--- src/rtl/pair_scan_ctrl.sv ---
// Word-to-bit-serial sequencer around a non-overlapping two-equal-bit Mealy pair detector.
// Latency: word accepted at edge E0, result (out_valid) presented after edge E0+WIDTH.
// Backpressure: in_ready only in IDLE; result held in DONE until out_ready, no input queueing.
module pair_scan_ctrl #(
  parameter int WIDTH = 16,
  parameter int IDX_W = 4,
  parameter int CNT_W = 5
) (
  input  logic             clk,
  input  logic             rst,
  input  logic             in_valid,
  output logic             in_ready,
  input  logic [WIDTH-1:0] in_data,
  input  logic             abort,
  output logic             bit_valid,
  output logic             bit_match,
  output logic [IDX_W-1:0] bit_idx,
  output logic             out_valid,
  input  logic             out_ready,
  output logic [CNT_W-1:0] match_cnt,
  output logic [IDX_W-1:0] first_idx,
  output logic             any_match,
  output logic             busy
);

  typedef enum logic [1:0] {S_IDLE, S_SCAN, S_DONE} state_t;
  typedef enum logic [1:0] {D_START, D_ZERO, D_ONE} det_t;

  state_t           r_state, w_state_nxt;
  det_t             r_det, w_det_nxt;
  logic [WIDTH-1:0] r_shift;
  logic [IDX_W-1:0] r_idx;
  logic             r_bit_valid, r_bit_match;
  logic [IDX_W-1:0] r_bit_idx, r_first;
  logic [CNT_W-1:0] r_cnt;
  logic             r_any;
  logic             w_bit, w_match, w_accept, w_last;

  assign w_bit    = r_shift[0];
  assign w_accept = (r_state == S_IDLE) && in_valid;
  assign w_last   = (r_idx == IDX_W'(WIDTH - 1));

  // Next-state for the sequencer and the pair detector; detector output is the Mealy match.
  always_comb begin
    w_state_nxt = r_state;
    w_det_nxt   = r_det;
    w_match     = 1'b0;
    case (r_state)
      S_IDLE: begin
        if (w_accept) begin
          w_state_nxt = S_SCAN;
          w_det_nxt   = D_START;
        end
      end
      S_SCAN: begin
        if (abort) begin
          w_state_nxt = S_IDLE;
          w_det_nxt   = D_START;
        end else begin
          w_match = ((r_det == D_ONE) && w_bit) || ((r_det == D_ZERO) && !w_bit);
          // A completed pair restarts pairing from the next bit.
          if (w_match)    w_det_nxt = D_START;
          else if (w_bit) w_det_nxt = D_ONE;
          else            w_det_nxt = D_ZERO;
          if (w_last) w_state_nxt = S_DONE;
        end
      end
      S_DONE: begin
        if (out_ready) w_state_nxt = S_IDLE;
      end
      default: begin
        w_state_nxt = S_IDLE;
        w_det_nxt   = D_START;
      end
    endcase
  end

  // Control state registers.
  always_ff @(posedge clk or posedge rst) begin
    if (rst) begin
      r_state <= S_IDLE;
      r_det   <= D_START;
    end else begin
      r_state <= w_state_nxt;
      r_det   <= w_det_nxt;
    end
  end

  // Word capture, bit shifting, per-bit report and result accumulation.
  always_ff @(posedge clk or posedge rst) begin
    if (rst) begin
      r_shift     <= '0;
      r_idx       <= '0;
      r_bit_valid <= 1'b0;
      r_bit_match <= 1'b0;
      r_bit_idx   <= '0;
      r_cnt       <= '0;
      r_first     <= '0;
      r_any       <= 1'b0;
    end else begin
      r_bit_valid <= 1'b0;
      r_bit_match <= 1'b0;
      case (r_state)
        S_IDLE: begin
          if (w_accept) begin
            r_shift <= in_data;
            r_idx   <= '0;
            r_cnt   <= '0;
            r_first <= '0;
            r_any   <= 1'b0;
          end
        end
        S_SCAN: begin
          if (abort) begin
            r_cnt   <= '0;
            r_first <= '0;
            r_any   <= 1'b0;
          end else begin
            r_shift     <= r_shift >> 1;
            r_idx       <= r_idx + IDX_W'(1);
            r_bit_valid <= 1'b1;
            r_bit_match <= w_match;
            r_bit_idx   <= r_idx;
            if (w_match) begin
              r_cnt <= r_cnt + CNT_W'(1);
              if (!r_any) begin
                r_first <= r_idx;
                r_any   <= 1'b1;
              end
            end
          end
        end
        default: ;
      endcase
    end
  end

  assign in_ready  = (r_state == S_IDLE);
  assign out_valid = (r_state == S_DONE);
  assign busy      = (r_state != S_IDLE);
  assign bit_valid = r_bit_valid;
  assign bit_match = r_bit_match;
  assign bit_idx   = r_bit_idx;
  assign match_cnt = r_cnt;
  assign first_idx = r_first;
  assign any_match = r_any;

endmodule

--- config.mk ---
export PLATFORM = sky130hd
export DESIGN_NAME = pair_scan_ctrl
export DESIGN_NICKNAME = d
export VERILOG_FILES = /design/src/rtl/pair_scan_ctrl.sv
export SDC_FILE = /design/constraint.sdc
export NUM_CORES = 1
export LEC_CHECK = 0
export ABC_AREA = 1
export CAP_MARGIN = 0
export CORE_ASPECT_RATIO = 1.1
export CORE_UTILIZATION = 50
export CTS_BUF_LIST = sky130_fd_sc_hd__clkbuf_2
export DETAILED_ROUTE_END_ITERATION = 10
export HOLD_SLACK_MARGIN = 0.02
export PLACE_DENSITY = 0.75
export SLEW_MARGIN = 20
export SYNTH_ARGS = -nofsm -noshare
export SYNTH_HDL_FRONTEND = slang
export SYNTH_SLANG_ARGS = --single-unit
export TNS_END_PERCENT = 20
--- constraint.sdc ---
create_clock -name clk -period 1.7 [get_ports clk]
set_input_delay 0.255 -clock clk [delete_from_list [all_inputs] [get_ports clk]]
set_output_delay 0.255 -clock clk [all_outputs]
set_load 0.005 [all_outputs]
After elaboration in Yosys (flattened, before gate mapping). Index checks and enable logic that the tools add are counted.

Register bits: 40. Input port bits: 21. Output and inout port bits: 19. Word-level logic and storage cells: 73.

Add/subtract/negate cells: 2. Eq/ne operators: 11. Muxes and demuxes: 34. Bitwise operators: 2. Reduce and logical (&&, ||, !) cells: 14.

Operators with widths (count): two-way mux 16 bit (2); case mux 16 bit (2 select lines) (1); two-way mux 4 bit (5); two-way mux 2 bit (8); case mux 4 bit (2 select lines) (2); two-way mux 5 bit (3); case mux 2 bit (3 select lines) (2); case mux 5 bit (2 select lines) (1); two-way mux 1 bit (9); != test 3 bit (second input constant) (3); AND reduction 3 bit (3); adder 5 x 1 -> 5 bit (second input constant) (1); adder 4 x 1 -> 4 bit (second input constant) (1); equality test 2 x 1 -> 1 bit (second input constant) (2); equality test 2 bit (second input constant) (2); equality test 4 bit (second input constant) (1); != test 2 x 1 -> 1 bit (second input constant) (2); AND reduction 2 bit (2); AND reduction 4 bit (1); nonzero test 2 bit (2); logical AND 1 bit (3); logical NOT 2 bit (1); != test 2 bit (second input constant) (1); inverter 1 bit (2); other kinds (3) (3).

Depth between registers and ports, before layout. Gate-level depths: netlist of the first run.

Depth in word-level cells: 8. Mapped depth: 8. Depth with buffers taken out: 8.

Worst setup path before layout of the first run. No wires, ideal clock.

Path type: register to register. Start point: register r_state[0]. End point: register r_any (netlist: any_match). Library setup time: 0.124 ns. Data arrival time: 1.185 ns. Data required time: 1.576 ns. Setup slack: 0.391 ns. Cell stages (with the launch flop): 7. Buffers on the path: 0. Period minus slack after synthesis: 1.309 ns. Path through: dfrtp_1 nor2_2 nand2_4 nand2_4 inv_1 nor2_4 o21bai_2.

Cells in the longest elaborated chain, start to end: 4. Elaborated cells on any way between the ends: 9. Classes of those cells: eq/ne (3); mux (2); reduce/logical (4).

Ends and longest elaborated chain: from (decl) (RTL line 29) `state_t r_state, w_state_nxt;`; from (signal assigned) (RTL line 84) `r_state <= w_state_nxt;`; logical NOT 2 bit *; via in_ready (RTL line 12) `output logic in_ready,`; logical AND 1 bit (RTL line 40) `assign w_accept = (r_state == S_IDLE) && in_valid;`; != test 2 x 1 -> 1 bit (no line); AND reduction 3 bit (no line); to (signal assigned) (RTL line 99) `r_any <= 1'b0;`; to (signal assigned) (RTL line 110) `r_any <= 1'b0;`; to (signal assigned) (RTL line 117) `r_any <= 1'b0;`; to (decl) (RTL line 36) `logic r_any;`.

The timed path passes the listed nets; every way through them passes the cells marked *. A chain may end at the register's enable or synchronous reset.

Worst setup path in the final report of the first run.
Start point: register r_cnt[2] (netlist: match_cnt[2]). End point: output match_cnt[2].

RTL lines: from (decl) (RTL line 35) `logic [CNT_W-1:0] r_cnt;`; from (signal assigned) (RTL line 125) `r_cnt <= r_cnt + CNT_W'(1);`; to (decl) (RTL line 20) `output logic [CNT_W-1:0] match_cnt,`.

No word-level cell between the ends.

==> results of run 1 <==
==> cells by family after synthesis <==
group                      Yosys count
AOI/OAI and AO/OA                   50
xor gates and xnor gates             4
adders and majority gates            2
buffers and inverters               44
DFF                                 40
and+or+nand+nor                     76
==> metal layers <==
layer / vias to the layer above / routed length (microns)
li1: 794 / -
met1: 694 / 1629
met2: 34 / 1658
met3: 5 / 140
met4: 0 / 38
met5: - / 0
==> cells in the final DEF (no fill, tap or decap), types with 4 or more instances in the layout <==
master                            Yosys  routed
sky130_fd_sc_hd__nor2_1               9       8
sky130_fd_sc_hd__o21ai_1             11      11
sky130_fd_sc_hd__dfrtp_1             40      38
sky130_fd_sc_hd__nand2_4              4       4
sky130_fd_sc_hd__nand4_1              5       5
sky130_fd_sc_hd__clkdlybuf4s50_1      0      36
sky130_fd_sc_hd__clkbuf_2             0       6
sky130_fd_sc_hd__xor2_1               4       4
sky130_fd_sc_hd__buf_4                1       5
sky130_fd_sc_hd__nand2_1             45      45
sky130_fd_sc_hd__o21ai_0             15      15
sky130_fd_sc_hd__inv_1               36      35
sky130_fd_sc_hd__o211ai_1            15      15
sky130_fd_sc_hd__a21oi_1              4       4
sky130_fd_sc_hd__nor3_1               4       4
==> where the power goes <==
part           switching (mW)  internal, mW
Clock                   0.288        0.0982
Combinational            1.07         0.767
Sequential              0.139          1.27
Total                    1.49          2.14
==> layout make-up <==
type                       instances  area share
inverter                          37     0.05575
clock buffer                       6     0.01205
clock inverter                     1    0.002009
timing repair buffer              47      0.1944
sequential                        40      0.4028
multi-input combinational        132      0.3079
tap                               50     0.02511
==> flip-flops by register name (all words and copies together) (netlist names), 2 cells and up <==
name / flops
r_shift: 16
match_cnt: 5
bit_idx: 4
first_idx: 4
r_idx: 4
r_det: 2
r_state: 2
==> timing repair <==
item                       in CTS  in global routing
pin swaps                       1                  0
setup buffers                   3                  0
gates resized for setup         7                  1
setup endpoints to repair       3                  1
==> worst max-delay path by stage <==
stage | endpoint | depth (start not counted)
after floorplan | any_match | 6
after global placement | first_idx[0] | 7
after detailed placement | first_idx[3] | 7
after CTS | match_cnt[2] | 1
after global routing | match_cnt[2] | 1
final | match_cnt[2] | 1
==> per-stage QoR <==
stage	hold WS [ns]	total power [mW]	instances	cell area, sq um	setup WS [ns]
floorplan	0.3291	2.678	216	1949	0.3909
global placement	0.4537	3.176	303	2427	0.1309
detailed placement	0.4583	3.226	303	2427	0.1093
CTS	0.1882	3.675	313	2490	0.03157
global route	0.1963	3.994	313	2491	0.02014
finish	0.1858	3.632	313	2491	0.1087
==> parameters.txt, run 1 <==
Parameter                              Value

Synthesis
  EDFF count, synth    0
  Net Count, Synth    239
  Mean cell area of the mapped netlist    9.025 sq um
  Post-synth cell types    27
  Largest family of logic cells by synthesized area    simple AND/OR/NAND/NOR gates
  Proportion of netlist area held by the largest area contributor    0.5135
  Portion of netlist area occupied by mux cells    0
  Sequential cell area fraction in the yosys report    0.5135
  Post-Synth XOR/XNOR Area    0.01797
  Total standard cell area after synthesis    1949 sq um
  Most instantiated library cell after synthesis    sky130_fd_sc_hd__nand2_1
  Cells taking the most area after synthesis    sky130_fd_sc_hd__dfrtp_1, sky130_fd_sc_hd__nand2_1, sky130_fd_sc_hd__inv_1
  Flip-flop and latch count after synthesis    40
  Post-Synthesis Cells    216
  Share of synthesized cell area in full adder, half adder and majority cells    0.01284
  Complex-gate fraction of the synthesized area    0.1579
  Leading cell types by count after synthesis    sky130_fd_sc_hd__nand2_1, sky130_fd_sc_hd__dfrtp_1, sky130_fd_sc_hd__inv_1
  Most used flip-flop cell after synthesis    sky130_fd_sc_hd__dfrtp_1
  Simple-gate portion of the synthesized area    0.2009
  Synth Warn #    0
  Async set-or-reset flop fraction in the synthesized netlist    1.000
  Cell type with the largest total area after synthesis    sky130_fd_sc_hd__dfrtp_1

Worst setup path
  CP startpoint    match_cnt[2]
  CP arrival    1.34 ns
  Sequence of cells on the critical path    clkdlybuf4s50_1
  Critical path launch point type    register
  Max FO, Critical Path    5
  Endpoint of the worst register-to-register path    first_idx[0]
  Slack of the worst reg-to-reg path    0.25 ns
  Standard cell with the maximum stage delay on the critical path    sky130_fd_sc_hd__clkdlybuf4s50_1
  Max stage delay on crit path    0.51 ns
  Worst Path Required    1.44 ns
  Gate family responsible for the most delay along the worst path    buffers and inverters
  Sort of element at the end of the critical path    output pin
  Worst path bufs/invs    1
  Number of cells traversed by the worst register-to-register path    8
  Category of the most critical setup path    register to output pin
  Launching point of the worst reg2reg path    r_state[1]

Drt
  DRC Markers    0
  Number of design-rule violations left by the first detailed-router iteration    60
  Final wirelength    3.466 mm
  Number of vias in the routed layout    1,527
  Average routed wire per standard cell    11.07 microns
  Post-DR vias/cell    4.879
  Antenna violation net count after detailed routing    0
  Number of iterations in the first detailed-routing pass    4

Clock network
  Reg clk slew, reported paths    0.19 ns
  Hold Buf Count CTS    0
  Clock buffer count from CTS    5
  CTS H-Tree Depth    2
  Library cell used as clock root buffer    sky130_fd_sc_hd__clkbuf_2
  Insertion delay to the later sink of the worst-skew pair    0.38 ns
  CTS tree    done
  CTS Sinks    40
  Number of buffers on the longest clock path    2

Job
  Maximum Capacitance Violations    0

Global routing
  Vias in the first global route    1,384
  Total GRT Usage    0.1968
  Highest-utilization routing layer at the global route stage    met2
  GR Layer Usage met1    0.2518
  Met2 Resource Use GR    0.3145
  Number of antenna violations at the first check in global routing    0
  Largest net degree at the start of global routing    41
  Met3 capacity usage during global routing    0.05939
  Overall overflow remaining after global route    0
  First-pass GRT wire length    5.975 mm

Floorplanning
  Placeable Area    3684 sq um
  Starting utilization of the core area    0.5292
  Number of placement rows    23
  X dimension of the die    61.54 microns
  # IOs    40
  Die height    67.49 microns
  Die Footprint    4153 sq um

STA
  Tcrit/Tclk final    0.9361
  Unrepaired setup endpoints after global routing    no
  Final setup violation count    0
  Maximum clock frequency    628.4 MHz
  Pins over their slew limit    0
  Pin slew with the least headroom to its limit    0.3263 ns
  Setup TNS    0 ns
  Number of hold violations in the final report    0
  Relative slew slack    0.7825
  Minimum clock period    1.591 ns
  Final setup skew    0.01509 ns

Place
  Routability congestion estimate from global placement    0.7944
  Count of port buffers added during placement    39
  Total half-perimeter wirelength after legalization and detailed placement    2.453 mm

Layout
  Layout filler cell count    348
  Number of antenna cells inserted    0
  Fraction of the core area covered by cells at the end of the flow    0.6763
  Layout-stage area growth over the synthesis result    27.79%
  Register Area    1003 sq um
  Nets    286
  Area used by multi-input combinational logic    767.0 sq um
  Fraction of final layout cells sized beyond drive strength 1    0.1293

Pwr
  Leakage power summed over all cells    1.178 nW
  Peak ir drop on the vdd network    738.3 uV
  PwrDens    1458 nW/um^2

Status
  Outcome    completed

Min path
  Class of the tightest hold or removal check    primary input to asynchronous set/reset pin
Note: power is estimated with default switching activity, not from simulation.
==> run 2: changes to the inputs <==
--- a/config.mk
+++ b/config.mk
@@ -11,6 +11,7 @@
 export CORE_UTILIZATION = 50
 export CTS_BUF_LIST = sky130_fd_sc_hd__clkbuf_2
 export DETAILED_ROUTE_END_ITERATION = 10
+export GPL_ROUTABILITY_DRIVEN = 1
 export HOLD_SLACK_MARGIN = 0.02
 export PLACE_DENSITY = 0.75
 export SLEW_MARGIN = 20
==> results of run 2 <==
The final DEF is identical to that of run 1; final timing and power are the same.
